File: src/rtl/spi_cmd_pkg.sv
// Shared types and field positions for the SPI command dispatcher.
package spi_cmd_pkg;

    typedef enum logic [7:0] {
        CMD_MOTOR  = 8'h00,
        CMD_SEL    = 8'h01,
        CMD_BCAST  = 8'h02,
        CMD_BINSET = 8'h03
    } cmd_e;

    localparam logic [7:0]  RD_BIN    = 8'd3;
    localparam int unsigned MOTOR_LSB = 11;
    localparam int unsigned MOTOR_MSB = 18;

    typedef enum logic [1:0] {
        ST_IDLE,
        ST_WAIT,
        ST_EXEC
    } state_e;

endpackage

File: src/rtl/sync_edge_detect.sv
// Multi-flop synchroniser with a registered rising-edge pulse on the synchronised value.
module sync_edge_detect #(
    parameter int unsigned STAGES = 2
) (
    input  logic clk,
    input  logic reset,
    input  logic in,
    output logic rise
);

    logic [STAGES-1:0] sync_q, sync_d;
    logic              rise_q, rise_d;

    // rise_q goes high in the same cycle the last stage first shows the new 1
    always_comb begin
        sync_d = {sync_q[STAGES-2:0], in};
        rise_d = sync_q[STAGES-2] & ~sync_q[STAGES-1];
    end

    always_ff @(posedge clk or posedge reset) begin
        if (reset) begin
            sync_q <= '0;
            rise_q <= 1'b0;
        end else begin
            sync_q <= sync_d;
            rise_q <= rise_d;
        end
    end

    assign rise = rise_q;

endmodule

File: src/rtl/spi_cmd_dispatch.sv
// SPI command decoder and register bank: settle delay, motor periods, readback select, bin pointer.
module spi_cmd_dispatch
    import spi_cmd_pkg::*;
#(
    parameter int unsigned DATA_W      = 32,
    parameter int unsigned NUM_MOTORS  = 24,
    parameter int unsigned PWM_W       = 11,
    parameter int unsigned NUM_BINS    = 640,
    parameter int unsigned SYNC_STAGES = 2,
    parameter int unsigned SETTLE      = 11,
    parameter int unsigned ERR_W       = 8
) (
    input  logic                          clk,
    input  logic                          reset,
    input  logic                          data_ready,
    input  logic [DATA_W-1:0]             cmd_word,
    output logic [NUM_MOTORS*PWM_W-1:0]   motor_periods,
    output logic [7:0]                    rd_sel,
    output logic [$clog2(NUM_BINS)-1:0]   bin_addr,
    output logic                          exec_strobe,
    output logic                          busy,
    output logic [ERR_W-1:0]              err_count
);

    localparam int unsigned BIN_W = $clog2(NUM_BINS);
    localparam int unsigned CNT_W = (SETTLE > 1) ? $clog2(SETTLE) : 1;

    state_e                  state_q, state_d;
    logic [CNT_W-1:0]        cnt_q, cnt_d;
    logic [PWM_W-1:0]        period_q [NUM_MOTORS];
    logic [PWM_W-1:0]        period_d [NUM_MOTORS];
    logic [7:0]              rd_sel_q, rd_sel_d;
    logic [BIN_W-1:0]        bin_q, bin_d;
    logic [ERR_W-1:0]        err_q, err_d;
    logic                    exec_q, exec_d;
    logic                    busy_q, busy_d;
    logic                    load_ev;
    logic                    err_inc;
    logic [7:0]              cmd;
    logic [7:0]              motor_idx;
    logic [15:0]             bin_req;
    logic [PWM_W-1:0]        pwm_val;
    logic                    unused_cmd_bits;

    sync_edge_detect #(
        .STAGES (SYNC_STAGES)
    ) u_sync (
        .clk   (clk),
        .reset (reset),
        .in    (data_ready),
        .rise  (load_ev)
    );

    assign cmd             = cmd_word[DATA_W-1 -: 8];
    assign motor_idx       = cmd_word[MOTOR_MSB:MOTOR_LSB];
    assign bin_req         = cmd_word[15:0];
    assign pwm_val         = cmd_word[PWM_W-1:0];
    assign unused_cmd_bits = ^cmd_word;

    // Settle countdown, command execution and error accounting
    always_comb begin
        state_d  = state_q;
        cnt_d    = cnt_q;
        period_d = period_q;
        rd_sel_d = rd_sel_q;
        bin_d    = bin_q;
        err_inc  = 1'b0;

        case (state_q)
            ST_IDLE: begin
                if (load_ev) begin
                    state_d = ST_WAIT;
                    cnt_d   = CNT_W'(SETTLE - 1);
                end
            end
            ST_WAIT: begin
                if (load_ev) err_inc = 1'b1;
                if (cnt_q == '0) state_d = ST_EXEC;
                else             cnt_d   = cnt_q - CNT_W'(1);
            end
            ST_EXEC: begin
                if (load_ev) err_inc = 1'b1;
                state_d = ST_IDLE;
                case (cmd)
                    CMD_MOTOR: begin
                        if (32'(motor_idx) < NUM_MOTORS) begin
                            for (int unsigned i = 0; i < NUM_MOTORS; i++) begin
                                if (i == 32'(motor_idx)) period_d[i] = pwm_val;
                            end
                        end else begin
                            err_inc = 1'b1;
                        end
                    end
                    CMD_SEL: begin
                        rd_sel_d = cmd_word[7:0];
                        if (cmd_word[7:0] == RD_BIN) begin
                            bin_d = (32'(bin_q) == NUM_BINS - 1) ? '0 : bin_q + BIN_W'(1);
                        end
                    end
                    CMD_BCAST: begin
                        for (int unsigned i = 0; i < NUM_MOTORS; i++) period_d[i] = pwm_val;
                    end
                    CMD_BINSET: begin
                        if (32'(bin_req) < NUM_BINS) bin_d   = BIN_W'(bin_req);
                        else                         err_inc = 1'b1;
                    end
                    default: err_inc = 1'b1;
                endcase
            end
            default: state_d = ST_IDLE;
        endcase

        // Overrun and command error in one cycle still count once
        err_d  = (err_inc && (err_q != '1)) ? err_q + ERR_W'(1) : err_q;
        exec_d = (state_d == ST_EXEC);
        busy_d = (state_d != ST_IDLE);
    end

    always_ff @(posedge clk or posedge reset) begin
        if (reset) begin
            state_q  <= ST_IDLE;
            cnt_q    <= '0;
            rd_sel_q <= '0;
            bin_q    <= '0;
            err_q    <= '0;
            exec_q   <= 1'b0;
            busy_q   <= 1'b0;
            for (int unsigned i = 0; i < NUM_MOTORS; i++) period_q[i] <= PWM_W'(1);
        end else begin
            state_q  <= state_d;
            cnt_q    <= cnt_d;
            rd_sel_q <= rd_sel_d;
            bin_q    <= bin_d;
            err_q    <= err_d;
            exec_q   <= exec_d;
            busy_q   <= busy_d;
            for (int unsigned i = 0; i < NUM_MOTORS; i++) period_q[i] <= period_d[i];
        end
    end

    for (genvar g = 0; g < NUM_MOTORS; g++) begin : g_flat
        assign motor_periods[g*PWM_W +: PWM_W] = period_q[g];
    end

    assign rd_sel      = rd_sel_q;
    assign bin_addr    = bin_q;
    assign err_count   = err_q;
    assign exec_strobe = exec_q;
    assign busy        = busy_q;

endmodule

File: config.mk
export PLATFORM = sky130hd
export DESIGN_NAME = spi_cmd_dispatch
export DESIGN_NICKNAME = d
export VERILOG_FILES = /design/src/rtl/spi_cmd_pkg.sv /design/src/rtl/sync_edge_detect.sv /design/src/rtl/spi_cmd_dispatch.sv
export SDC_FILE = /design/constraint.sdc
export NUM_CORES = 1
export LEC_CHECK = 0
export ABC_AREA = 1
export ABC_CLOCK_PERIOD_IN_PS = 8500
export CAP_MARGIN = 25
export CELL_PAD_IN_SITES_DETAIL_PLACEMENT = 0
export CELL_PAD_IN_SITES_GLOBAL_PLACEMENT = 2
export CORE_MARGIN = 8
export CORE_UTILIZATION = 34
export CTS_CLUSTER_DIAMETER = 100
export DETAILED_ROUTE_END_ITERATION = 16
export DONT_BUFFER_PORTS = 1
export GPL_TIMING_DRIVEN = 0
export PLACE_DENSITY_LB_ADDON = 0.1
export SLEW_MARGIN = 20
export SYNTH_ARGS = -nofsm -noshare
export SYNTH_HDL_FRONTEND = slang
export SYNTH_HIERARCHICAL = 1
export SYNTH_SLANG_ARGS = --single-unit
File: constraint.sdc
create_clock -name clk -period 8.5 [get_ports clk]
set_clock_uncertainty 0.05 [all_clocks]
set_input_delay 0.425 -clock clk [delete_from_list [all_inputs] [get_ports clk]]
set_output_delay 0.425 -clock clk [all_outputs]
set_load 0.01 [all_outputs]
==> flow_metrics.tcl, run 1 <==
set metrics [dict create \
    fin_ws_ns 5.86 \
    cp.required_ns 8.81 \
    syn_area_per_cell_um2 9.31 \
    rsz0062_at_grt "false" \
    dp_cells 1753 \
    numCtsBuffers 35 \
    peakVddDrop_uv 128 \
    cts_tree "built" \
    netlist_instances 1287 \
    via_per_inst 5.01 \
    track_usage 0.204 \
    cp-start-kind "flip-flop" \
    cts_root_buffer "clkbuf_16" \
    stdcell_count 1817 \
    synth-edff-count 0 \
    yosysMostFrequentCell "nand2_1" \
    wire_per_inst_um 24.0 \
    synth_nets 1329 \
    clkSlewWorstSetupHoldPaths_ns 0.06 \
    pre_cts_ws_ns 5.77 \
    initial_core_util 0.346 \
    detail-route-antenna-nets 0 \
    synth_seq_area_share 0.631 \
    fp.coreArea_mm2 0.0346 \
    power_w 0.00347 \
    yosys.area.top_type "dfrtp_1" \
    synth_seq_cells 301 \
    vias 9103 \
    dieArea_mm2 0.0415 \
    outcome "finished clean" \
    drc 0 \
    row_count 68 \
    cp_max_fo 10 \
    h-tree-depth 2 \
    finalHoldViolCount 0 \
    port_buffers 0 \
    nNetsFinal 1380 \
    min_period_ns 2.64 \
    crit_type "flip-flop to flip-flop" \
    first_global_vias 8966 \
    postLayoutCoreUtil 0.405 \
    grt_start_max_net_pins 32 \
    fill_cells 3509 \
    globalplace.congestion 0.816 \
    cts_resized 0 \
    grt.overflow.total 0 \
    finalCritPeriodShare 0.311 \
    powerDensity_mw_per_mm2 248 \
    async_flop_share 1.00 \
    totalWireLength_um 43700 \
    drive_above_1_share 0.0991 \
    dp_hpwl_um 31300 \
    antenna_found_initial 0 \
    grt_pass1_wl_um 63700 \
    synth-warning-count 6 \
    clock_path_buffers 3 \
    max-slew-margin-rel 0.351 \
    syn_area_mm2 0.0120 \
    firstDrtPassIters 5 \
    leakage_nw 6.44 \
    hp-class "input port to flip-flop" \
    max_clock_freq_ghz 0.379 \
    synth_flop_cell "dfrtp_1" \
    arrival_ns 2.95 \
    clk-insertion-delay-late_ns 0.51 \
    drt_iter0_markers 601 \
    ys_types 25 \
    die_w_um 204 \
    cts.sinks 301 \
    drv_cap 0 \
    setup-tns-final_ns 0 \
    yosys-top-cells-count "420 x nand2_1, 277 x dfrtp_1, 273 x o21ai_0" \
    ios 327 \
    n_antenna_cell 0 \
    yosys-top-cells-area "dfrtp_1 58%, nand2_1 13%, o21ai_0 11%, dfstp_2 5.3%, nand3_1 2.2%" \
    post_cts_buffers 0 \
    report.final.slew_viol_count 0 \
    worst_pin_slew_ns 0.973 \
    netlist.area_leader.share 0.579 \
    syn_to_final_growth_pct 17.1 \
    die-height_um 204 \
    worstSetupEndpointType "flip-flop" \
    setup_viol 0 \
]
[power by group]
group | internal (W) | switching [W]
registers | 0.00153 | 0.000120
clock network | 0.000967 | 0.000599
logic | 0.0000852 | 0.000173
[final cells by class]
class	instances	area (um^2)	share of cell area
multi-input cells	851	3860	0.275
inverters	51	195	0.0139
flip-flops and latches	301	7560	0.539
well taps	455	569	0.0406
repair buffers	14	280	0.0200
clock inverters	11	168	0.0119
plain buffers	84	364	0.0259
clock buffers	50	1030	0.0736
[registers in the layout (all words and copies together), names as in the netlist]
signal,count
motor_periods,264
bin_addr,10
err_count,8
rd_sel,8
cnt_q,4
state_q,2
u_sync/sync_q,2
busy,1
exec_strobe,1
u_sync/rise,1
[kinds of logic after synthesis]
| group | Yosys count | share of synthesized area |
|---|---|---|
| flops | 301 | 0.631 |
| simple gates | 554 | 0.190 |
| xor+xnor | 10 | 0.00731 |
| fa+ha+maj | 7 | 0.00731 |
| compound gates | 280 | 0.118 |
| buf+inv | 135 | 0.0464 |
[layer usage]
layer,part of all wire,vias up,wire [um],global-route usage
met4,0.022,0,953,0.0544
met1,0.42,4450,18300,0.258
met5,0,-,0,0
li1,-,4311,-,-
met3,0.11,56,4890,0.0928
met2,0.45,286,19600,0.312
[through the flow]
| stage | cell area, um^2 | hold slack [ns] |
|---|---|---|
| after floorplan | 12000 | 0.129 |
| after global placement | 12600 | 0.140 |
| after detailed placement | 12800 | 0.148 |
| after CTS | 14000 | 0.00488 |
| after global routing | 14000 | 0.0122 |
| final | 14000 | 0.0296 |
[path summary, 6_finish.rpt]
path,cells past startpoint,endpoint,slack (ns),start
max in group asynchronous,6,motor_periods[154],6.57,reset
min in group asynchronous,2,u_sync/sync_q[0],0.25,reset
hold reg to reg,0,u_sync/sync_q[1],0.32,u_sync/sync_q[0]
setup reg to reg,9,motor_periods[233],5.86,state_q[0]
setup / recovery,9,motor_periods[233],5.86,state_q[0]
hold / removal,2,motor_periods[131],0.03,cmd_word[10]
[timing repair]
action,4_1_cts,5_1_grt
endpoints found under the setup margin,0,0
hold buffers,3,0
endpoints found under the hold margin,31,0
[cell usage in the layout, fill, tap and decap left out, drive strengths merged]
| cell | Yosys | final |
|---|---|---|
| bufinv | 0 | 4 |
| xor2 | 6 | 6 |
| nand3 | 58 | 58 |
| nor2 | 38 | 38 |
| dfrtp | 277 | 277 |
| nand2 | 421 | 421 |
| nor4 | 1 | 1 |
| nand3b | 1 | 1 |
| a21oi | 3 | 3 |
| ha | 7 | 7 |
| a31oi | 1 | 1 |
| nor3 | 9 | 9 |
| clkinvlp | 0 | 2 |
| nand4 | 26 | 26 |
| o21ai | 274 | 274 |
| clkinv | 0 | 4 |
| dfstp | 24 | 24 |
| o31ai | 2 | 2 |
| dlygate4sd3 | 0 | 3 |
| xnor2 | 4 | 4 |
| clkbuf | 50 | 100 |
| inv | 51 | 52 |
| buf | 34 | 45 |
[critical path: stages, from the launching register on]
cell     delay (ns)
dfrtp_1        0.40
inv_1          0.09
ha_1           0.23
inv_1          0.11
nor3_4         0.52
buf_2          0.35
nand3_1        0.30
buf_2          0.29
nand2_1        0.07
o21ai_0        0.08
Power figures use the tool's default switching activity.
==> run 2, diff against run 1 <==
- ABC_CLOCK_PERIOD_IN_PS: 8500 -> 2300
- clock period: 8.5 -> 2.3 ns (I/O delays scaled with it)
==> flow_metrics.tcl, run 2 (same netlist as run 1, synthesis figures left out) <==
set metrics [dict create \
    nNetsFinal 1396 \
    grt.met1_usage 0.261 \
    dp_hpwl_um 31300 \
    grtUsageMet3 0.0931 \
    numCtsBuffers 35 \
    largest_reg_flops 264 \
    seq_power_share 0.473 \
    cp.required_ns 2.60 \
    clkSlewWorstSetupHoldPaths_ns 0.06 \
    worstSetupStartpoint "state_q[0]" \
    drv_cap 0 \
    die-height_um 204 \
    grt_pass1_wl_um 64300 \
    multi_input_area_mm2 0.00394 \
    n_antenna_cell 0 \
    die_w_um 204 \
    power_frac_comb 0.078 \
    powerDensity_mw_per_mm2 900 \
    drt_iter0_markers 542 \
    initial_core_util 0.346 \
    finalCritPeriodShare 0.942 \
    wire_per_inst_um 24.1 \
    min_period_ns 2.17 \
    worstSetupEndpointType "flip-flop" \
    crit_type "flip-flop to flip-flop" \
    seq_area_mm2 0.00756 \
    power_w 0.0129 \
    switchingPower_w 0.00332 \
    p_int_w 0.00956 \
    peakVddDrop_uv 470 \
    antenna_found_initial 0 \
    max_clock_freq_ghz 0.461 \
    arrival_ns 2.47 \
    h-tree-depth 2 \
    mostFrequentLayoutCell "nand2_1" \
    leakage_nw 6.57 \
    globalplace.congestion 0.816 \
    finalHoldViolCount 0 \
    grt.overflow.total 0 \
    pwr-share-clk 0.449 \
    fill_cells 3498 \
    cp-start-kind "flip-flop" \
    switching_share 0.258 \
    drc 0 \
    cts_root_buffer "clkbuf_16" \
    grt_use_met2 0.316 \
    track_usage 0.206 \
    first_global_vias 9061 \
    top_usage_layer "met2" \
    detail-route-antenna-nets 0 \
    clk-insertion-delay-late_ns 0.51 \
    cp_max_fo 10 \
    totalWireLength_um 44200 \
    cts_tree "built" \
    firstDrtPassIters 5 \
    cts.sinks 301 \
    setup_viol 0 \
    worst_pin_slew_ns 0.901 \
    hp-start "cmd_word[14]" \
    row_count 68 \
    max-slew-margin-rel 0.399 \
    reg2reg_from "state_q[0]" \
    hp-class "input port to flip-flop" \
    port_buffers 0 \
    clock_path_buffers 3 \
    vias 9217 \
    rsz0062_at_grt "true" \
    dieArea_mm2 0.0415 \
    drive_above_1_share 0.123 \
    outcome "finished clean" \
    ios 327 \
    via_per_inst 5.03 \
    final_cell_mix "419 x nand2_1, 277 x dfrtp_1, 273 x o21ai_0, 50 x inv_1, 44 x nand3_1" \
    grt_start_max_net_pins 32 \
    syn_to_final_growth_pct 19.4 \
    fp.coreArea_mm2 0.0346 \
    report.final.slew_viol_count 0 \
    postLayoutCoreUtil 0.413 \
]
==> run 2: cell count changes in the layout (fill, tap and decap cells not counted), sizes merged <==
cell	delta
buf	+2
dlygate4sd3	+14
==> run 2: metrics by stage <==
stage	hold slack, ns	setup TNS (ns)	worst slack, ns	std cells	area, um^2
final	0.0266	0	0.132	1833	14300
after global routing	0.0530	-1.78	-0.0633	1833	14300
after CTS	0.00582	0	0.000216	1833	14200
after detailed placement	-0.162	-40.15	-0.364	1753	12800
after global placement	-0.170	-1109.48	-3.74	1742	12600
after floorplan	-0.181	-512.39	-1.80	1287	12000
==> run 2: worst max-delay path, cell delays in order (launching register included) <==
cell     delay [ns]
dfrtp_1        0.40
inv_1          0.09
ha_2           0.21
inv_1          0.09
nor3_4         0.16
buf_4          0.17
buf_4          0.22
nand3_1        0.20
buf_2          0.25
nand2_1        0.07
o21ai_0        0.07
==> run 2: what timing repair did <==
| item | in CTS | in global routing |
|---|---|---|
| hold buffers | 17 | 0 |
| pin swaps | 1 | 0 |
| endpoints found under the setup margin | 225 | 222 |
| buffers inserted | 2 | 0 |
| hold endpoints to repair | 182 | 0 |
| resized for setup | 4 | 61 |
==> run 2: path summary, 6_finish.rpt <==
check / slack (ns) / cells past startpoint / end
max in group asynchronous: 0.67 / 6 / motor_periods[154]
setup reg to reg: 0.13 / 10 / motor_periods[145]
setup / recovery: 0.13 / 10 / motor_periods[145]
min in group asynchronous: 0.19 / 2 / motor_periods[223]
hold / removal: 0.03 / 7 / motor_periods[174]
hold reg to reg: 0.32 / 0 / u_sync/sync_q[1]
==> run 2: power groups by stage <==
stage	clock [W]	combinational [W]	sequential (W)
floorplan	0	0.000664	0.00605
global placement	0	0.000908	0.00620
detailed placement	0	0.000976	0.00620
CTS	0.00593	0.00102	0.00611
global route	0.00613	0.00117	0.00614
finish	0.00578	0.00100	0.00610
==> run 2: routing by layer <==
metal,share of wire,wire length (um)
met1,0.42,18800
met2,0.45,19700
met3,0.11,4840
met4,0.020,868
met5,0,0
==> run 2: area by class of cell <==
class                   count  area share
inverters                  51      0.0136
clock inverters            11      0.0117
well taps                 455      0.0398
clock buffers              50      0.0722
flip-flops and latches    301       0.529
plain buffers              84      0.0283
repair buffers             30      0.0304
multi-input cells         851       0.275
==> run 3, diff against run 2 <==
- GPL_ROUTABILITY_DRIVEN: unset -> 1
- MAX_ROUTING_LAYER: unset -> met4
==> flow_metrics.tcl, run 3 (same netlist as run 1, synthesis figures left out) <==
set metrics [dict create \
    totalWireLength_um 44200 \
    cts_tree "built" \
    outcome "finished clean" \
    slowest_stage "dfrtp_1" \
    syn_to_final_growth_pct 19.4 \
    drt_iter0_markers 587 \
    die_w_um 204 \
    crit_family "buffers and inverters" \
    worstPathCellList "inv_1, ha_2, inv_1, nor3_4, buf_4, buf_4, nand3_1, buf_2, nand2_1, o21ai_0" \
    track_usage 0.212 \
    hp-class "input port to flip-flop" \
    clk-insertion-delay-late_ns 0.51 \
    antenna_found_initial 0 \
    dieArea_mm2 0.0415 \
    slowest_delay_ns 0.40 \
    cp-start-kind "flip-flop" \
    finalHoldViolCount 0 \
    cp_max_fo 10 \
    setup_viol 0 \
    firstDrtPassIters 5 \
    cts_root_buffer "clkbuf_16" \
    clock_path_buffers 3 \
    die-height_um 204 \
    ios 327 \
    initial_core_util 0.346 \
    fp.coreArea_mm2 0.0346 \
    cp.depth 10 \
    nNetsFinal 1396 \
    globalplace.congestion 0.828 \
    drive_above_1_share 0.123 \
    grt_start_max_net_pins 32 \
    grt_pass1_wl_um 64300 \
    largest_reg_flops 264 \
    report.final.slew_viol_count 0 \
    peakVddDrop_uv 468 \
    worstSetupEndpointType "flip-flop" \
    max-slew-margin-rel 0.402 \
    stdcell_area_mm2 0.0143 \
    holdPathStages 7 \
    cp.required_ns 2.60 \
    row_count 68 \
    rsz0062_at_grt "true" \
    mostFrequentLayoutCell "nand2_1" \
    first_global_vias 9080 \
    crit_type "flip-flop to flip-flop" \
    final_cell_mix "419 x nand2_1, 277 x dfrtp_1, 273 x o21ai_0, 50 x inv_1, 44 x nand3_1" \
    cts.sinks 301 \
    leakage_nw 6.57 \
    postLayoutCoreUtil 0.413 \
    worst_pin_slew_ns 0.897 \
    arrival_ns 2.46 \
    drc 0 \
    max_clock_freq_ghz 0.464 \
    powerDensity_mw_per_mm2 900 \
    vias 9222 \
    finalCritPeriodShare 0.937 \
    worstRegToRegCells 10 \
    numCtsBuffers 35 \
    h-tree-depth 2 \
    cp.buffers_inverters 5 \
    postPlaceCellArea_mm2 0.0128 \
    min_period_ns 2.16 \
    clkSlewWorstSetupHoldPaths_ns 0.06 \
    grt.overflow.total 0 \
    n_antenna_cell 0 \
    via_per_inst 5.03 \
    detail-route-antenna-nets 0 \
    port_buffers 0 \
    dp_hpwl_um 31300 \
    wire_per_inst_um 24.1 \
    drv_cap 0 \
]
[run 3: repair_timing]
action                     4_1_cts  5_1_grt
pin swaps                        1        0
setup endpoints to repair      225      222
setup buffers                    2        0
resized for setup                4       61
hold buffers                    17        0
hold endpoints to repair       182        0
[run 3: layout make-up]
| class | count | area, um^2 |
|---|---|---|
| fill | 3498 | 20300 |
| buffer | 84 | 405 |
| tap | 455 | 569 |
| timing repair buffer | 30 | 435 |
| clock buffer | 50 | 1030 |
| sequential | 301 | 7560 |
| clock inverter | 11 | 168 |
| multi-input combinational | 851 | 3940 |
| inverter | 51 | 195 |
[run 3: metal layers]
| layer | vias to the layer above | wire length, um | track usage |
|---|---|---|---|
| met5 | - | 0 | - |
| met4 | 0 | 856 | 0.0510 |
| met3 | 55 | 4840 | 0.0943 |
| met2 | 291 | 19800 | 0.317 |
| met1 | 4521 | 18700 | 0.260 |
| li1 | 4355 | - | - |
[run 3: path summary, 6_finish.rpt]
path	startpoint	slack, ns	to
max reg2reg	state_q[0]	0.14	motor_periods[144]
min reg2reg	u_sync/sync_q[0]	0.32	u_sync/sync_q[1]
max in group asynchronous	reset	0.67	motor_periods[154]
max	state_q[0]	0.14	motor_periods[144]
min in group asynchronous	reset	0.19	motor_periods[223]
min	cmd_word[14]	0.03	motor_periods[174]
[run 3: power breakdown]
group | switching (W) | internal (W) | total (W)
logic | 0.000663 | 0.000338 | 0.00100
clock network | 0.00221 | 0.00357 | 0.00578
registers | 0.000447 | 0.00565 | 0.00610
[run 3: per-stage QoR]
step           setup TNS [ns]  total power [W]  worst slack, ns  hold slack [ns]  instances
2_1_floorplan         -512.39          0.00672            -1.80           -0.181       1287
3_3_place_gp         -1109.48          0.00711            -3.74           -0.170       1742
3_5_place_dp           -40.15          0.00717           -0.364           -0.162       1753
4_1_cts                     0           0.0131         0.000216          0.00582       1833
5_1_grt                 -1.78           0.0134          -0.0648           0.0530       1833
6_report                    0           0.0129            0.144           0.0259       1833
[run 3: worst reg2reg max path, cell delays in order (launching register included)]
cell and delay (ns):
dfrtp_1 0.40, inv_1 0.09, ha_2 0.21, inv_1 0.09, nor3_4 0.16, buf_4 0.17
buf_4 0.22, nand3_1 0.20, buf_2 0.25, nand2_1 0.07, o21ai_0 0.07
